==> config.mk <==
export PLATFORM = sky130hd
export DESIGN_NAME = mem_req_router_flat
export DESIGN_NICKNAME = d
export VERILOG_FILES = /design/src/rtl/mem_req_router_if.sv /design/src/rtl/mem_req_router.sv /design/src/flat_wrapper.sv
export SDC_FILE = /design/constraint.sdc
export NUM_CORES = 1
export LEC_CHECK = 0
export CORE_AREA = 2 2 133 135
export CTS_BUF_LIST = sky130_fd_sc_hd__clkbuf_4 sky130_fd_sc_hd__clkbuf_8
export DETAILED_ROUTE_END_ITERATION = 8
export DIE_AREA = 0 0 135 137
export GPL_TIMING_DRIVEN = 1
export PLACE_DENSITY = 0.6
export SKIP_LAST_GASP = 1
export SLEW_MARGIN = 20
export SYNTH_ARGS = -nofsm -noshare
export SYNTH_HDL_FRONTEND = slang
export SYNTH_SLANG_ARGS = --single-unit
==> constraint.sdc <==
create_clock -name clk -period 2.1 [get_ports clk]
set_input_delay 0.42 -clock clk [delete_from_list [all_inputs] [get_ports clk]]
set_output_delay 0.42 -clock clk [all_outputs]
set_load 0.02 [all_outputs]
==> src/rtl/mem_req_router_if.sv <==
// Request/response bus shared by the core data port, the RAM and the GPIO block,
// together with the size and response-code encodings used on it.
`ifndef MEM_REQ_ROUTER_DEFS
`define MEM_REQ_ROUTER_DEFS
`define ADDR_W           32
`define WORD_W           32
`define MEM_COUNT_W      2
`define MEM_COUNT_NONE   2'd0
`define MEM_COUNT_BYTE   2'd1
`define MEM_COUNT_HALF   2'd2
`define MEM_COUNT_WORD   2'd3
`define MEM_CODE_W       2
`define MEM_CODE_NONE    2'd0
`define MEM_CODE_READ    2'd1
`define MEM_CODE_WRITE   2'd2
`define MEM_CODE_INVALID 2'd3
`endif

interface mem_req_router_if;
    logic [`ADDR_W-1:0]      addr;
    logic [`WORD_W-1:0]      wr_data;
    logic                    wr_en;
    logic [`MEM_COUNT_W-1:0] count;
    logic [`WORD_W-1:0]      rd_data;
    logic [`MEM_CODE_W-1:0]  code;

    modport master (output addr, wr_data, wr_en, count, input rd_data, code);
    modport slave  (input addr, wr_data, wr_en, count, output rd_data, code);
endinterface

==> src/rtl/mem_req_router.sv <==
// Routes core data-memory requests to RAM or GPIO by address window, returns the
// selected slave's response one cycle later and aborts unmapped/misaligned accesses.
module mem_req_router #(
    parameter logic [`ADDR_W-1:0] MEM_START  = 32'h0000_0000,
    parameter logic [`ADDR_W-1:0] MEM_SIZE   = 32'h0000_1000,
    parameter logic [`ADDR_W-1:0] GPIO_START = 32'h0001_0000,
    parameter logic [`ADDR_W-1:0] GPIO_SIZE  = 32'h0000_0010
) (
    input  logic               clk,
    input  logic               aresetn,
    mem_req_router_if.slave    core,
    mem_req_router_if.master   ram,
    mem_req_router_if.master   gpio,
    input  logic               fault_clr,
    output logic               fault,
    output logic [`ADDR_W-1:0] fault_addr,
    output logic               fault_wr
);
    typedef enum logic [1:0] {CLS_IDLE, CLS_MEM, CLS_GPIO, CLS_ERR} cls_t;

    // Window ends are one bit wider so a window ending at the top of memory does not wrap.
    localparam logic [`ADDR_W:0] MEM_END  = {1'b0, MEM_START} + {1'b0, MEM_SIZE};
    localparam logic [`ADDR_W:0] GPIO_END = {1'b0, GPIO_START} + {1'b0, GPIO_SIZE};

    function automatic logic misaligned(input logic [`MEM_COUNT_W-1:0] cnt,
                                        input logic [1:0] lsb);
        return (cnt == `MEM_COUNT_WORD && lsb != 2'b00) ||
               (cnt == `MEM_COUNT_HALF && lsb[0]);
    endfunction

    logic [`ADDR_W:0] addr_ext;
    logic             hit_mem;
    logic             hit_gpio;
    cls_t             cls_p0;
    cls_t             sel_p1;

    // Stage p0: decode and combinational forwarding
    assign addr_ext = {1'b0, core.addr};
    assign hit_mem  = (addr_ext >= {1'b0, MEM_START})  && (addr_ext < MEM_END);
    assign hit_gpio = (addr_ext >= {1'b0, GPIO_START}) && (addr_ext < GPIO_END);

    always_comb begin
        cls_p0 = CLS_IDLE;
        if (core.count != `MEM_COUNT_NONE) begin
            if (misaligned(core.count, core.addr[1:0]) || !(hit_mem || hit_gpio))
                cls_p0 = CLS_ERR;
            else if (hit_mem)
                cls_p0 = CLS_MEM;
            else
                cls_p0 = CLS_GPIO;
        end
    end

    assign ram.addr     = core.addr;
    assign ram.wr_data  = core.wr_data;
    assign ram.wr_en    = core.wr_en;
    assign ram.count    = (cls_p0 == CLS_MEM) ? core.count : `MEM_COUNT_NONE;
    assign gpio.addr    = core.addr;
    assign gpio.wr_data = core.wr_data;
    assign gpio.wr_en   = core.wr_en;
    assign gpio.count   = (cls_p0 == CLS_GPIO) ? core.count : `MEM_COUNT_NONE;

    // Stage p1: registered target select and response mux
    always_ff @(posedge clk or negedge aresetn) begin
        if (!aresetn)
            sel_p1 <= CLS_IDLE;
        else
            sel_p1 <= cls_p0;
    end

    always_comb begin
        core.rd_data = '0;
        core.code    = `MEM_CODE_NONE;
        case (sel_p1)
            CLS_MEM: begin
                core.rd_data = ram.rd_data;
                core.code    = ram.code;
            end
            CLS_GPIO: begin
                core.rd_data = gpio.rd_data;
                core.code    = gpio.code;
            end
            CLS_ERR:  core.code = `MEM_CODE_INVALID;
            default:  ;
        endcase
    end

    // A new fault outranks a simultaneous clear so it is never lost.
    always_ff @(posedge clk or negedge aresetn) begin
        if (!aresetn) begin
            fault      <= 1'b0;
            fault_addr <= '0;
            fault_wr   <= 1'b0;
        end else if (cls_p0 == CLS_ERR && (!fault || fault_clr)) begin
            fault      <= 1'b1;
            fault_addr <= core.addr;
            fault_wr   <= core.wr_en;
        end else if (fault_clr) begin
            fault <= 1'b0;
        end
    end
endmodule

==> src/flat_wrapper.sv <==
// flat-port wrapper written by rule: the top's interface ports become plain ports
module mem_req_router_flat 
#(
    parameter logic [`ADDR_W-1:0] MEM_START  = 32'h0000_0000,
    parameter logic [`ADDR_W-1:0] MEM_SIZE   = 32'h0000_1000,
    parameter logic [`ADDR_W-1:0] GPIO_START = 32'h0001_0000,
    parameter logic [`ADDR_W-1:0] GPIO_SIZE  = 32'h0000_0010
)
  (clk, aresetn, fault_clr, fault, fault_addr, fault_wr, core_addr, core_wr_data, core_wr_en, core_count, core_rd_data, core_code, ram_addr, ram_wr_data, ram_wr_en, ram_count, ram_rd_data, ram_code, gpio_addr, gpio_wr_data, gpio_wr_en, gpio_count, gpio_rd_data, gpio_code);
  mem_req_router_if core_i ();
  mem_req_router_if ram_i ();
  mem_req_router_if gpio_i ();
  input  logic clk;
  input  logic aresetn;
  input  logic fault_clr;
  output logic fault;
  output logic [`ADDR_W-1:0] fault_addr;
  output logic fault_wr;
  input wire logic [$bits(core_i.addr)-1:0] core_addr;
  input wire logic [$bits(core_i.wr_data)-1:0] core_wr_data;
  input wire logic [$bits(core_i.wr_en)-1:0] core_wr_en;
  input wire logic [$bits(core_i.count)-1:0] core_count;
  output wire logic [$bits(core_i.rd_data)-1:0] core_rd_data;
  output wire logic [$bits(core_i.code)-1:0] core_code;
  output wire logic [$bits(ram_i.addr)-1:0] ram_addr;
  output wire logic [$bits(ram_i.wr_data)-1:0] ram_wr_data;
  output wire logic [$bits(ram_i.wr_en)-1:0] ram_wr_en;
  output wire logic [$bits(ram_i.count)-1:0] ram_count;
  input wire logic [$bits(ram_i.rd_data)-1:0] ram_rd_data;
  input wire logic [$bits(ram_i.code)-1:0] ram_code;
  output wire logic [$bits(gpio_i.addr)-1:0] gpio_addr;
  output wire logic [$bits(gpio_i.wr_data)-1:0] gpio_wr_data;
  output wire logic [$bits(gpio_i.wr_en)-1:0] gpio_wr_en;
  output wire logic [$bits(gpio_i.count)-1:0] gpio_count;
  input wire logic [$bits(gpio_i.rd_data)-1:0] gpio_rd_data;
  input wire logic [$bits(gpio_i.code)-1:0] gpio_code;
  assign core_i.addr = core_addr;
  assign core_i.wr_data = core_wr_data;
  assign core_i.wr_en = core_wr_en;
  assign core_i.count = core_count;
  assign core_rd_data = core_i.rd_data;
  assign core_code = core_i.code;
  assign ram_addr = ram_i.addr;
  assign ram_wr_data = ram_i.wr_data;
  assign ram_wr_en = ram_i.wr_en;
  assign ram_count = ram_i.count;
  assign ram_i.rd_data = ram_rd_data;
  assign ram_i.code = ram_code;
  assign gpio_addr = gpio_i.addr;
  assign gpio_wr_data = gpio_i.wr_data;
  assign gpio_wr_en = gpio_i.wr_en;
  assign gpio_count = gpio_i.count;
  assign gpio_i.rd_data = gpio_rd_data;
  assign gpio_i.code = gpio_code;
  mem_req_router #(.MEM_START(MEM_START), .MEM_SIZE(MEM_SIZE), .GPIO_START(GPIO_START), .GPIO_SIZE(GPIO_SIZE)) u_core (.clk(clk), .aresetn(aresetn), .core(core_i), .ram(ram_i), .gpio(gpio_i), .fault_clr(fault_clr), .fault(fault), .fault_addr(fault_addr), .fault_wr(fault_wr));
endmodule
==> metrics.log <==
INFO  metric grt_setup_unrepaired = true
INFO  metric finalCritPeriodShare = 104%
INFO  metric postRouteWirelength = 13700 um
INFO  metric clock-sinks = 36
INFO  metric net-switching-power = 924 uW
INFO  metric pwr-share-comb = 50.7%
INFO  metric drt-vias-per-instance = 4.04
INFO  metric final.fill_count = 1706
INFO  metric critical_path_fanout_max = 7
INFO  metric inserted_clock_buffers = 5
INFO  metric layout-area-overhead-vs-synth = 96.0%
INFO  metric clk_transition_reported_paths = 0.07 ns
INFO  metric synth_cell_types = 25
INFO  metric setup-violations-final = 51
INFO  metric globalplace.congestion = 0.738
INFO  metric dieWidth = 135 um
INFO  metric ios = 340
INFO  metric tightestPinTransition = 0.859 ns
INFO  metric post_drt_wl_per_cell = 19.1 um
INFO  metric post-dp-hpwl = 9970 um
INFO  metric root_buffer = clkbuf_8
INFO  metric timing.rr.start = u_core.fault$_DFFE_PN0P_
INFO  metric post_route_cells_drive_above_1_share = 46.0%
INFO  metric ant_nets = 0
INFO  metric core_region_area = 17100 um2
INFO  metric critPathSlowestCell = mux2_4
INFO  metric max_h_tree_level = 2
INFO  metric vias_in_the_first_global_route = 3063
INFO  metric drt_iter0_drc = 54
INFO  metric port_buffers = 243
INFO  metric layout.nets = 631
INFO  metric report.final.slew_viol_count = 0
INFO  metric postSynthCellCount = 317
INFO  metric clock-skew-final = 0.00438 ns
INFO  metric synth_warnings = 0
INFO  metric cts_tree = built
INFO  metric drt_pre_antenna_iters = 4
INFO  metric maxCapViolCount = 0
INFO  metric critical_path.max_stage_delay = 0.31 ns
INFO  metric antenna_found_initial = 2
INFO  metric leakage = 0.00247 uW
INFO  metric gr-usage-all-layers = 12.8%
INFO  metric drt_drc_violations_left = 0
INFO  metric synth_sequential_area_ratio = 29.8%
INFO  metric power.sequential.fraction = 29.9%
INFO  metric final_instance_count_without_filler_cells = 716
INFO  metric pre_cts_setup_slack = -1.17 ns
INFO  metric power.density_cell_area = 474 nW/um2
INFO  metric fp-row-count = 48
INFO  metric irDropWorstVdd = 0.000417 V
INFO  metric report.final.hold_viol_count = 0
INFO  metric number_of_nets_produced_by_synthesis = 459
INFO  metric cts_buffer_depth = 2
INFO  metric timing.reg2reg.worst_path_depth = 5
INFO  metric grt_max_degree = 37
INFO  metric synth.cell_area = 3020 um2
INFO  metric grt_pass1_wl = 17900 um
INFO  metric globalRoute.totalOverflow = 0
INFO  metric cp.arrival = 2.36 ns
INFO  metric clock_insertion_delay_worst_skew = 0.29 ns
INFO  metric outcome = complete, but fails checks
INFO  metric worstSetupPathType = primary input to flop
INFO  metric slew_headroom = 42.7%
INFO  metric design_power_total = 2810 uW
INFO  metric most_frequent_cells_in_the_layout = clkdlybuf4s50_1 (171), buf_4 (57), dfrtp_1 (35)
INFO  metric num_vias = 2896
INFO  metric p_int = 1890 uW
INFO  metric start_util = 17.7%
INFO  metric critPathLaunchType = primary input
INFO  metric synth.ff_latch_count = 36
INFO  metric syn-mean-instance-area = 9.54 um2
INFO  metric mostFrequentLayoutCell = clkdlybuf4s50_1
INFO  metric holdCritPathClass = primary input to async pin
INFO  metric cts_hold_repair.buffers = 0
INFO  metric post-place-cells = 688
INFO  metric r2r_end = u_core.fault_addr[31]$_DFFE_PN0P_
INFO  metric post-route-min-period = 2.19 ns
INFO  metric timing.critical_path.cells = buf_8, nor4_4, o211ai_1, buf_4, buf_4, buf_6, o31ai_4, buf_6, buf_12, mux2_4
INFO  metric power.share.clock = 19.4%
INFO  metric failed_checks = negative setup slack
INFO  metric floorplan.die.height = 137 um
INFO  metric achievable-frequency = 457 MHz
INFO  metric post-route-worst-setup-slack = -0.0872 ns
INFO  metric die_area = 18500 um2
INFO  metric swShare = 32.9%
INFO  metric worstPathRequired = 2.28 ns
INFO  metric setup.worst_path.end_class = flop
INFO  metric rrSetupSlack = 0.56 ns
[state kept, by name, indices dropped and copies added, names as in the netlist]
register / flops
u_core.fault_addr: 32
u_core.fault_wr: 1
u_core.fault: 1
u_core.sel_p1: 2
[worst max path at each step]
stage | to | cells past startpoint | startpoint | slack (ns)
after floorplan | gpio_count[0] | 4 | core_addr[27] | 0.13
after global placement | gpio_count[0] | 8 | core_addr[29] | -1.08
after detailed placement | ram_count[0] | 6 | core_addr[25] | -1.17
after CTS | ram_count[1] | 7 | core_addr[24] | -0.17
after global routing | ram_count[0] | 8 | core_addr[24] | -0.16
final | u_core.fault_addr[31]$_DFFE_PN0P_ | 10 | core_addr[24] | -0.09
[synth_stat cells (all sizes together)]
cell type / n / share of area [%]
a22oi: 32 / 7.9
nand3: 1 / 0.17
and3: 2 / 0.41
clkbuf: 11 / 1.4
mux2: 32 / 12
a21boi: 1 / 0.25
nor4: 6 / 1.2
and2: 1 / 0.21
inv: 4 / 0.50
ha: 4 / 1.7
nor2b: 32 / 6.6
o2bb2ai: 2 / 0.58
a221oi: 2 / 0.58
o31ai: 1 / 0.70
or2: 1 / 0.21
a21oi: 3 / 0.50
nor2: 4 / 0.50
o21ai: 1 / 0.17
nand2: 2 / 0.25
dfrtp: 36 / 30
o211ai: 1 / 0.25
nor3: 5 / 0.83
buf: 133 / 33
[power by group through the flow]
stage | combinational, uW | sequential (uW) | clock [uW]
floorplan | 618 | 954 | 0
global placement | 1190 | 840 | 0
detailed placement | 1200 | 845 | 0
CTS | 1270 | 835 | 580
global route | 1490 | 851 | 598
finish | 1430 | 839 | 546
[logic make-up (layout without fill, tap and decap cells)]
kind of cell	Yosys count	in the layout	share of synthesized area (%)
buffers and inverters	148	320	35.3
and+or+nand+nor	54	54	10.4
AOI/OAI and AO/OA	43	43	11.0
DFF	36	36	29.8
muxes	32	32	11.9
adders and majority gates	4	4	1.66
other	0	2	0
[layer usage]
| layer | up-vias | track usage (%) | share of wire (%) |
|---|---|---|---|
| met5 | - | 0 | 0 |
| met4 | 0 | 5.44 | 2.8 |
| met3 | 23 | 3.33 | 8.4 |
| met2 | 213 | 25.3 | 55 |
| met1 | 1364 | 12.4 | 34 |
| li1 | 1296 | - | - |
[area by class of cell]
type / instances / area [um2] / share of cell area, %
Sequential cell: 36 / 902 / 15.2
Multi-Input combinational cell: 133 / 1570 / 26.6
Antenna cell: 2 / 5.00 / 0.0844
Tap cell: 225 / 282 / 4.75
Timing Repair Buffer: 309 / 3050 / 51.5
Clock buffer: 7 / 96.3 / 1.63
Inverter: 4 / 15.0 / 0.253
[metrics by stage]
stage | area, um2 | hold WS [ns] | util [%] | setup TNS (ns)
after floorplan | 3030 | 0.124 | - | 0
after global placement | 5090 | 0.477 | 29.8 | -30.79
after detailed placement | 5090 | 0.481 | 29.8 | -34.60
after CTS | 5410 | 0.259 | 31.7 | -0.973
after global routing | 5930 | 0.298 | 34.8 | -6.35
final | 5930 | 0.237 | 34.8 | -2.60
[timing repair]
item,4_1_cts,5_1_grt
setup buffers,12,3
pin swaps,17,9
endpoints found under the hold margin,0,0
setup endpoints to repair,76,61
gates cloned,4,4
gates resized for setup,295,123
[critical path: cells and delay by family]
family                 cells  cell delay (ns)
multiplexers               1             0.31
AND/OR/NAND/NOR            1             0.30
AO/OA/AOI/OAI              2             0.47
buffers and inverters      6             0.84
No activity file was read; power rests on OpenSTA's default activity.
